===== config.mk =====
export PLATFORM = sky130hd
export DESIGN_NAME = seq_detect_param
export DESIGN_NICKNAME = d
export VERILOG_FILES = /design/src/rtl/seq_detect_pkg.sv /design/src/rtl/sat_counter.sv /design/src/rtl/seq_detect_param.sv
export SDC_FILE = /design/constraint.sdc
export NUM_CORES = 1
export LEC_CHECK = 0
export ABC_AREA = 1
export BUFFER_PORTS_ARGS = -buffer_cell sky130_fd_sc_hd__buf_2
export CAP_MARGIN = 20
export CELL_PAD_IN_SITES_DETAIL_PLACEMENT = 0
export CELL_PAD_IN_SITES_GLOBAL_PLACEMENT = 1
export CORE_MARGIN = 2
export CORE_UTILIZATION = 29
export DETAILED_ROUTE_END_ITERATION = 16
export GPL_TIMING_DRIVEN = 0
export HOLD_SLACK_MARGIN = 0.03
export PLACE_DENSITY_LB_ADDON = 0.1
export SLEW_MARGIN = 10
export SYNTH_ARGS = -nofsm -noshare
export SYNTH_HDL_FRONTEND = slang
export SYNTH_SLANG_ARGS = --single-unit

===== constraint.sdc =====
create_clock -name clk -period 1.3 [get_ports clk]
set_input_delay 0.065 -clock clk [delete_from_list [all_inputs] [get_ports clk]]
set_output_delay 0.065 -clock clk [all_outputs]
set_load 0.02 [all_outputs]

===== src/rtl/seq_detect_pkg.sv =====
// Shared defaults for the parameterised serial sequence detector.
package seq_detect_pkg;

  localparam int         PAT_W_DEF   = 4;
  localparam logic [3:0] PATTERN_DEF = 4'b1010;
  localparam int         CNT_W_DEF   = 8;

endpackage : seq_detect_pkg


===== src/rtl/sat_counter.sv =====
// Saturating up-counter with synchronous clear; clear wins over increment.
module sat_counter #(
  parameter int W = 8
) (
  input  logic         clk,
  input  logic         rst_n,
  input  logic         clr,
  input  logic         inc,
  output logic [W-1:0] q
);

  localparam logic [W-1:0] CNT_MAX = {W{1'b1}};

  logic [W-1:0] cnt_d;
  logic [W-1:0] cnt_q;

  // Next count: clear first, then a saturating increment, otherwise hold.
  always_comb begin
    cnt_d = cnt_q;
    if (clr) begin
      cnt_d = {W{1'b0}};
    end else if (inc && (cnt_q != CNT_MAX)) begin
      cnt_d = cnt_q + {{(W-1){1'b0}}, 1'b1};
    end else begin
      cnt_d = cnt_q;
    end
  end

  // Count register with asynchronous reset to zero.
  always_ff @(posedge clk or negedge rst_n) begin
    if (!rst_n) begin
      cnt_q <= {W{1'b0}};
    end else begin
      cnt_q <= cnt_d;
    end
  end

  assign q = cnt_q;

endmodule : sat_counter


===== src/rtl/seq_detect_param.sv =====
// Parameterised serial pattern detector with a Mealy match flag.
// Optional feature macro: SEQ_DETECT_CNT_EN -- when defined, a saturating
// match counter (cleared by cnt_clr) drives match_cnt; otherwise match_cnt
// reads zero and cnt_clr has no effect.
module seq_detect_param
  import seq_detect_pkg::*;
#(
  parameter int               PAT_W   = PAT_W_DEF,
  parameter logic [PAT_W-1:0] PATTERN = PATTERN_DEF,
  parameter int               CNT_W   = CNT_W_DEF
) (
  input  logic             clk,
  input  logic             rst_n,
  input  logic             in_valid,
  input  logic             in_bit,
  input  logic             mode_ovl,
  input  logic             pat_load,
  input  logic [PAT_W-1:0] pat_in,
  input  logic             cnt_clr,
  output logic             match,
  output logic [CNT_W-1:0] match_cnt
);

  // Fill only needs to reach PAT_W-1, the number of history bits.
  localparam int               FILL_W   = (PAT_W > 2) ? $clog2(PAT_W) : 1;
  localparam logic [FILL_W-1:0] FILL_MAX = FILL_W'(PAT_W - 1);
  localparam logic [FILL_W-1:0] FILL_ONE = {{(FILL_W-1){1'b0}}, 1'b1};

  logic [PAT_W-2:0]  hist_d, hist_q;
  logic [FILL_W-1:0] fill_d, fill_q;
  logic [PAT_W-1:0]  pat_d,  pat_q;
  logic              match_s;

  // Mealy detect: the incoming bit completes the window without a register.
  always_comb begin
    match_s = in_valid && (fill_q == FILL_MAX) && ({hist_q, in_bit} == pat_q);
  end

  // History / fill / pattern next state; a pattern load restarts filling
  // while the current-cycle compare still uses the old pattern.
  always_comb begin
    hist_d = hist_q;
    fill_d = fill_q;
    pat_d  = pat_q;
    if (in_valid) begin
      hist_d = (PAT_W-1)'({hist_q, in_bit});
      if (match_s) begin
        if (mode_ovl) begin
          fill_d = fill_q;
        end else begin
          fill_d = {FILL_W{1'b0}};
        end
      end else if (fill_q != FILL_MAX) begin
        fill_d = fill_q + FILL_ONE;
      end else begin
        fill_d = fill_q;
      end
    end else begin
      hist_d = hist_q;
      fill_d = fill_q;
    end
    if (pat_load) begin
      pat_d  = pat_in;
      fill_d = {FILL_W{1'b0}};
    end else begin
      pat_d  = pat_q;
    end
  end

  // Detector state registers; reset restores the build-time pattern.
  always_ff @(posedge clk or negedge rst_n) begin
    if (!rst_n) begin
      hist_q <= {(PAT_W-1){1'b0}};
      fill_q <= {FILL_W{1'b0}};
      pat_q  <= PATTERN;
    end else begin
      hist_q <= hist_d;
      fill_q <= fill_d;
      pat_q  <= pat_d;
    end
  end

  assign match = match_s;

`ifdef SEQ_DETECT_CNT_EN
  sat_counter #(
    .W (CNT_W)
  ) u_match_cnt (
    .clk   (clk),
    .rst_n (rst_n),
    .clr   (cnt_clr),
    .inc   (match_s),
    .q     (match_cnt)
  );
`else
  logic unused_cnt_clr_s;
  assign unused_cnt_clr_s = cnt_clr;
  assign match_cnt        = {CNT_W{1'b0}};
`endif

endmodule : seq_detect_param

==> results of run 1 <==
[routing by layer]
| layer | vias up | wire [um] | GRT usage, % |
|---|---|---|---|
| met1 | 216 | 542 | 14.3 |
| met5 | - | 0 | 0 |
| li1 | 266 | - | - |
| met2 | 12 | 418 | 17.0 |
| met4 | 0 | 7 | 1.62 |
| met3 | 2 | 60 | 7.17 |
[cells in the final DEF (no fill, tap or decap), types with 2 or more instances in the layout]
cell / Yosys / layout
o21ai_0: 7 / 7
inv_1: 11 / 10
conb_1: 1 / 8
clkbuf_4: 0 / 3
dlygate4sd3_1: 0 / 5
buf_4: 8 / 9
nand2_1: 22 / 22
dfstp_2: 2 / 2
nor2_1: 6 / 6
buf_2: 0 / 9
nand4_1: 2 / 2
dfrtp_1: 7 / 7
nand3_2: 2 / 2
clkbuf_1: 1 / 2
[area by class of cell]
cell class              instances  share of cell area (%)
inverters                      12                    6.17
plain buffers                   9                    8.50
clock buffers                   4                    3.50
flip-flops and latches          9                    30.3
repair buffers                 16                    15.2
well taps                      25                    4.17
multi-input cells              52                    32.2
[worst max-delay path: stages, from the launching register on]
cell and delay (ps):
dfstp_2 530, inv_2 30, nand2_1 50, nand2_1 40, nor2_1 100, nand3_2 100, clkinv_2 80, buf_6 110
[sequential cells by signal, summed over array words and instances, names as in the netlist]
signal  count
pat_q       4
hist_q      3
fill_q      2
[what timing repair did]
item | CTS | global route
hold buffers | 5 | 0
endpoints found under the hold margin | 13 | 0
gates resized for setup | 3 | 0
endpoints found under the setup margin | 3 | 3
pin swaps | 2 | 1
buffers inserted | 1 | 0
[stage by stage]
stage	worst slack, ps	util [%]	setup TNS [ps]	hold WS [ps]	cell area [sq um]
5_1_grt	-173	42.6	-462	70.6	751
4_1_cts	-109	42.6	-209	38.9	751
3_3_place_gp	-54.8	37.4	-103	-71.6	661
3_5_place_dp	-51.0	37.4	-85.6	-70.8	661
2_1_floorplan	41.6	-	0	-231	579
6_report	-62.9	42.6	-101	45.8	751
[path summary, 6_finish.rpt]
| check | start | end | cells past startpoint |
|---|---|---|---|
| hold / removal | in_bit | hist_q[0] | 3 |
| hold reg to reg | pat_q[3] | pat_q[3] | 2 |
| max in group asynchronous | rst_n | pat_q[1] | 2 |
| min in group asynchronous | rst_n | hist_q[0] | 2 |
| setup reg to reg | pat_q[3] | fill_q[0] | 10 |
| setup / recovery | pat_q[3] | match | 7 |
[kinds of logic after synthesis]
group | count (synthesis) | synth area share, %
buffers and inverters | 21 | 19.9
other | 1 | 0.678
flip-flops | 9 | 41.2
adder cells (fa/ha/maj) | 1 | 2.26
AND/OR/NAND/NOR | 35 | 28.1
AO/OA/AOI/OAI | 8 | 7.92
[power breakdown]
group | internal (uW) | switching [uW] | leakage (uW)
Combinational | 77.2 | 99.2 | 0.000301
Clock | 118 | 93.3 | 0.0000150
Sequential | 318 | 20.3 | 0.000108
Total | 513 | 213 | 0.000424
==> flow_metrics.tcl, run 1 <==
set metrics [dict create \
    dieWidth_um 47.7 \
    ys_warn_count 0 \
    area_growth_pct 35.7 \
    synthArstFlopShare_pct 100 \
    cp-end-kind "output pin" \
    cts_tree "built" \
    multi_input_area_sq_um 241 \
    htreeDepth 1 \
    insertion_delay_ps 260 \
    start_kind "flip-flop" \
    drv_cap 0 \
    synth.top_cell.area_share_pct 31.7 \
    drt_iter0_drc 2 \
    ys.flop_type "dfrtp_1" \
    vias_per_cell 3.91 \
    cts_buffer_depth 2 \
    dr.pass1.iters 4 \
    clock_skew_ps 8.26 \
    grt_pass1_vias 435 \
    drc 0 \
    grt_max_degree 11 \
    wl_per_cell_um 8.10 \
    synth_seq_cells 9 \
    final-setup-viol-count 3 \
    overflow 0 \
    dpl.hpwl_um 819 \
    status "finished, violations left" \
    hold_viol_final 0 \
    instances_no_fill 127 \
    initial_core_util_pct 31.3 \
    fmax_mhz 734 \
    rsz0062_at_grt "yes" \
    diodes 0 \
    power_density_mw_per_mm2 967 \
    crit_fanout 3 \
    place_inst 117 \
    crit_type "flip-flop to output pin" \
    io_pins 20 \
    worst_ep_required_time_ps 1240 \
    cts_sinks 9 \
    synthTopCellsByArea "dfrtp_1, nand2_1, buf_4" \
    synth_most_common_cell "nand2_1" \
    power_uw 726 \
    routabilityCongestion 0.739 \
    cts-root-buf "clkbuf_4" \
    wl_mm 1.03 \
    report.final.slew_viol_count 0 \
    min_period_over_period_pct 105 \
    antenna_found_initial 0 \
    layout_setup_ws_ps -62.9 \
    synth_area_sq_um 553 \
    grt.total_usage_pct 11.4 \
    io_buffers 10 \
    die_area_sq_mm 0.00227 \
    synth_cell_type_count 17 \
    cp.arrival_ps 1300 \
    syn_inst 75 \
    reg2reg_slack_ps -40 \
    fin_nets 115 \
    cts_buffers 3 \
    regArea_sq_um 228 \
    leakagePower_uw 0.000424 \
    synth_top_area_cell "dfrtp_1" \
    synth_edf_count 0 \
    clk_pin_slew_ps 60 \
    core-area_sq_mm 0.00176 \
    grt_pass1_wl_mm 1.77 \
    fin_crit_ps 1360 \
    num_vias 496 \
    die_y_um 47.7 \
    syn-mean-instance-area_sq_um 7.37 \
    antenna_left 0 \
    hp-class "primary input to flip-flop" \
    failed_checks "setup timing" \
    synthTopCellsByCount "nand2_1, inv_1, buf_4" \
    ir_drop_mv 0.623 \
    nFillCells 206 \
    placementRows 15 \
    drive_above_1_share_pct 30.4 \
    ys_seq_area_share_pct 41.2 \
]
Power figures use the tool's default switching activity.
==> run 2: changes to the inputs <==
--- a/config.mk
+++ b/config.mk
@@ -5,16 +5,14 @@
 export SDC_FILE = /design/constraint.sdc
 export NUM_CORES = 1
 export LEC_CHECK = 0
-export ABC_AREA = 1
 export BUFFER_PORTS_ARGS = -buffer_cell sky130_fd_sc_hd__buf_2
 export CAP_MARGIN = 20
 export CELL_PAD_IN_SITES_DETAIL_PLACEMENT = 0
 export CELL_PAD_IN_SITES_GLOBAL_PLACEMENT = 1
 export CORE_MARGIN = 2
-export CORE_UTILIZATION = 29
+export CORE_UTILIZATION = 30
 export DETAILED_ROUTE_END_ITERATION = 16
 export GPL_TIMING_DRIVEN = 0
-export HOLD_SLACK_MARGIN = 0.03
 export PLACE_DENSITY_LB_ADDON = 0.1
 export SLEW_MARGIN = 10
 export SYNTH_ARGS = -nofsm -noshare
==> run 2 against run 1 <==
- the flow still finishes with violations (setup timing)
- combinational power fell by 10%
- die area fell by 11%
- area after synthesis fell by 9.3%
- critical path type unchanged
- largest cell class unchanged
- largest power group unchanged
==> flow_metrics.tcl, run 2 <==
set metrics [dict create \
    report.final.slew_viol_count 0 \
    fin_crit_ps 1370 \
    crit_type "flip-flop to output pin" \
    htreeDepth 1 \
    largest_register "pat_q" \
    dr.pass1.iters 1 \
    hold_viol_final 0 \
    leakagePower_uw 0.000315 \
    hold-worst-slack_ps 31.2 \
    drive_above_1_share_pct 56.3 \
    clock_skew_ps 6.26 \
    die_area_sq_mm 0.00202 \
    layout_setup_ws_ps -66.3 \
    grt.total_usage_pct 9.29 \
    critPathMaxStageDelay_ps 550 \
    core-area_sq_mm 0.00154 \
    area_growth_pct 30.4 \
    crit_chain "xnor2_2 -> nand3_2 -> nor2_2 -> buf_6" \
    wl_um 785 \
    crit_fanout 2 \
    vias_per_cell 4.13 \
    critPathTopFamily "flip-flops" \
    synthTopCellsByArea "dfrtp_1, mux2_2, buf_4" \
    synth.top_cell.area_share_pct 34.9 \
    dieWidth_um 44.9 \
    status "finished, violations left" \
    rsz0062_at_grt "yes" \
    die_y_um 44.9 \
    cts_buffers 3 \
    synthTopCellsByCount "buf_4, dfrtp_1, mux2_2" \
    grt_pass1_vias 315 \
    fin_tns_setup_ps -118 \
    antenna_left 0 \
    routabilityCongestion 0.654 \
    placementRows 14 \
    path_buf_inv 1 \
    antenna_found_initial 0 \
    clk_pin_slew_ps 60 \
    worst_ep_required_time_ps 1240 \
    ys.flop_type "dfrtp_1" \
    cts_tree "built" \
    min_period_over_period_pct 105 \
    drv_cap 0 \
    synthArstFlopShare_pct 100 \
    ir_drop_mv 0.720 \
    syn_inst 43 \
    failed_checks "setup timing" \
    drc 0 \
    final_common_cell "buf_2" \
    fmax_mhz 732 \
    syn-mean-instance-area_sq_um 11.7 \
    largest_register_ffs 4 \
    initial_core_util_pct 32.5 \
    overflow 0 \
    insertion_delay_ps 260 \
    drt_iter0_drc 0 \
    cts_buffer_depth 2 \
    top_regs "pat_q (4), hist_q (3), fill_q (2)" \
    layout_common_cells "buf_2, buf_4, conb_1" \
    fin_nets 77 \
    place_inst 75 \
    power_density_mw_per_mm2 1090 \
    cp-end-kind "output pin" \
    synth_top_area_cell "dfrtp_1" \
    cts_setup_buffers 0 \
    synth_most_common_cell "buf_4" \
    instances_no_fill 80 \
    io_pins 20 \
    start_kind "flip-flop" \
    grt_pass1_wl_mm 1.27 \
    crit_slowest_cell "dfstp_2" \
    ys_warn_count 0 \
    grt_max_degree 10 \
    synth_area_sq_um 502 \
    wl_per_cell_um 9.81 \
    hp-class "primary input to flip-flop" \
    power_uw 712 \
    dp_slack_ps -110 \
    io_buffers 9 \
    synth_cell_type_count 17 \
    synth_edf_count 0 \
    ys_seq_area_share_pct 45.4 \
    num_vias 330 \
    diodes 0 \
    cts-root-buf "clkbuf_4" \
    cp.arrival_ps 1300 \
    cts_sinks 9 \
    final-setup-viol-count 2 \
    synth_seq_cells 9 \
]
[run 2: power by group]
part / switching (uW) / total [uW] / internal [uW] / leakage [uW]
clock network: 97.1 / 210 / 113 / 0.0000177
logic: 72.0 / 158 / 86.4 / 0.000191
registers: 26.0 / 343 / 317 / 0.000106
[run 2: timing repair]
action	CTS	global route
gates cloned	0	0
pin swaps	5	3
hold buffers	1	0
endpoints found under the hold margin	9	0
endpoints found under the setup margin	3	3
resized for setup	3	4
[run 2: cell type report]
cell class / count / area, sq um
fill: 173 / 887
multi-input combinational: 31 / 249
sequential: 9 / 228
buffer: 9 / 65.1
timing repair buffer: 10 / 61.3
clock buffer: 3 / 22.5
tap: 16 / 20.0
clock inverter: 1 / 5.00
inverter: 1 / 3.75
[run 2: path summary, 6_finish.rpt]
| path | from | to | slack (ps) | cells after the start |
|---|---|---|---|---|
| max in group asynchronous | rst_n | pat_q[3] | 870 | 2 |
| worst min-delay path | pat_in[1] | pat_q[1] | 30 | 2 |
| min in group asynchronous | rst_n | hist_q[2] | 180 | 2 |
| worst max register to register | pat_q[1] | fill_q[1] | -50 | 4 |
| worst max-delay path | pat_q[1] | match | -70 | 4 |
| worst min register to register | pat_q[0] | pat_q[0] | 540 | 1 |
[run 2: cell families after synthesis]
group | count (synthesis) | synth area share (%)
and+or+nand+nor | 8 | 8.73
muxes | 8 | 17.7
AOI/OAI and AO/OA | 2 | 4.24
buffers and inverters | 10 | 13.7
xor gates and xnor gates | 4 | 6.98
DFF | 9 | 45.4
other | 1 | 0.747
adders and majority gates | 1 | 2.49
[run 2: routing by layer]
| metal | wire [um] | GRT usage [%] | vias up |
|---|---|---|---|
| met5 | 0 | 0 | - |
| met4 | 0 | 1.76 | 0 |
| met3 | 103 | 8.00 | 0 |
| met2 | 340 | 14.2 | 16 |
| met1 | 341 | 9.87 | 142 |
| li1 | - | - | 172 |
[run 2: worst reg2reg max path, stage by stage, from the launching register on]
cell     delay, ps
dfstp_2        550
xnor2_2        110
nand3_2        120
o32ai_2        280
mux2i_1        210
[run 2: stage by stage]
step,utilization (%),area (sq um)
global route,42.5,654
detailed placement,38.5,593
CTS,41.2,636
global placement,38.5,593
floorplan,-,528
finish,42.5,654
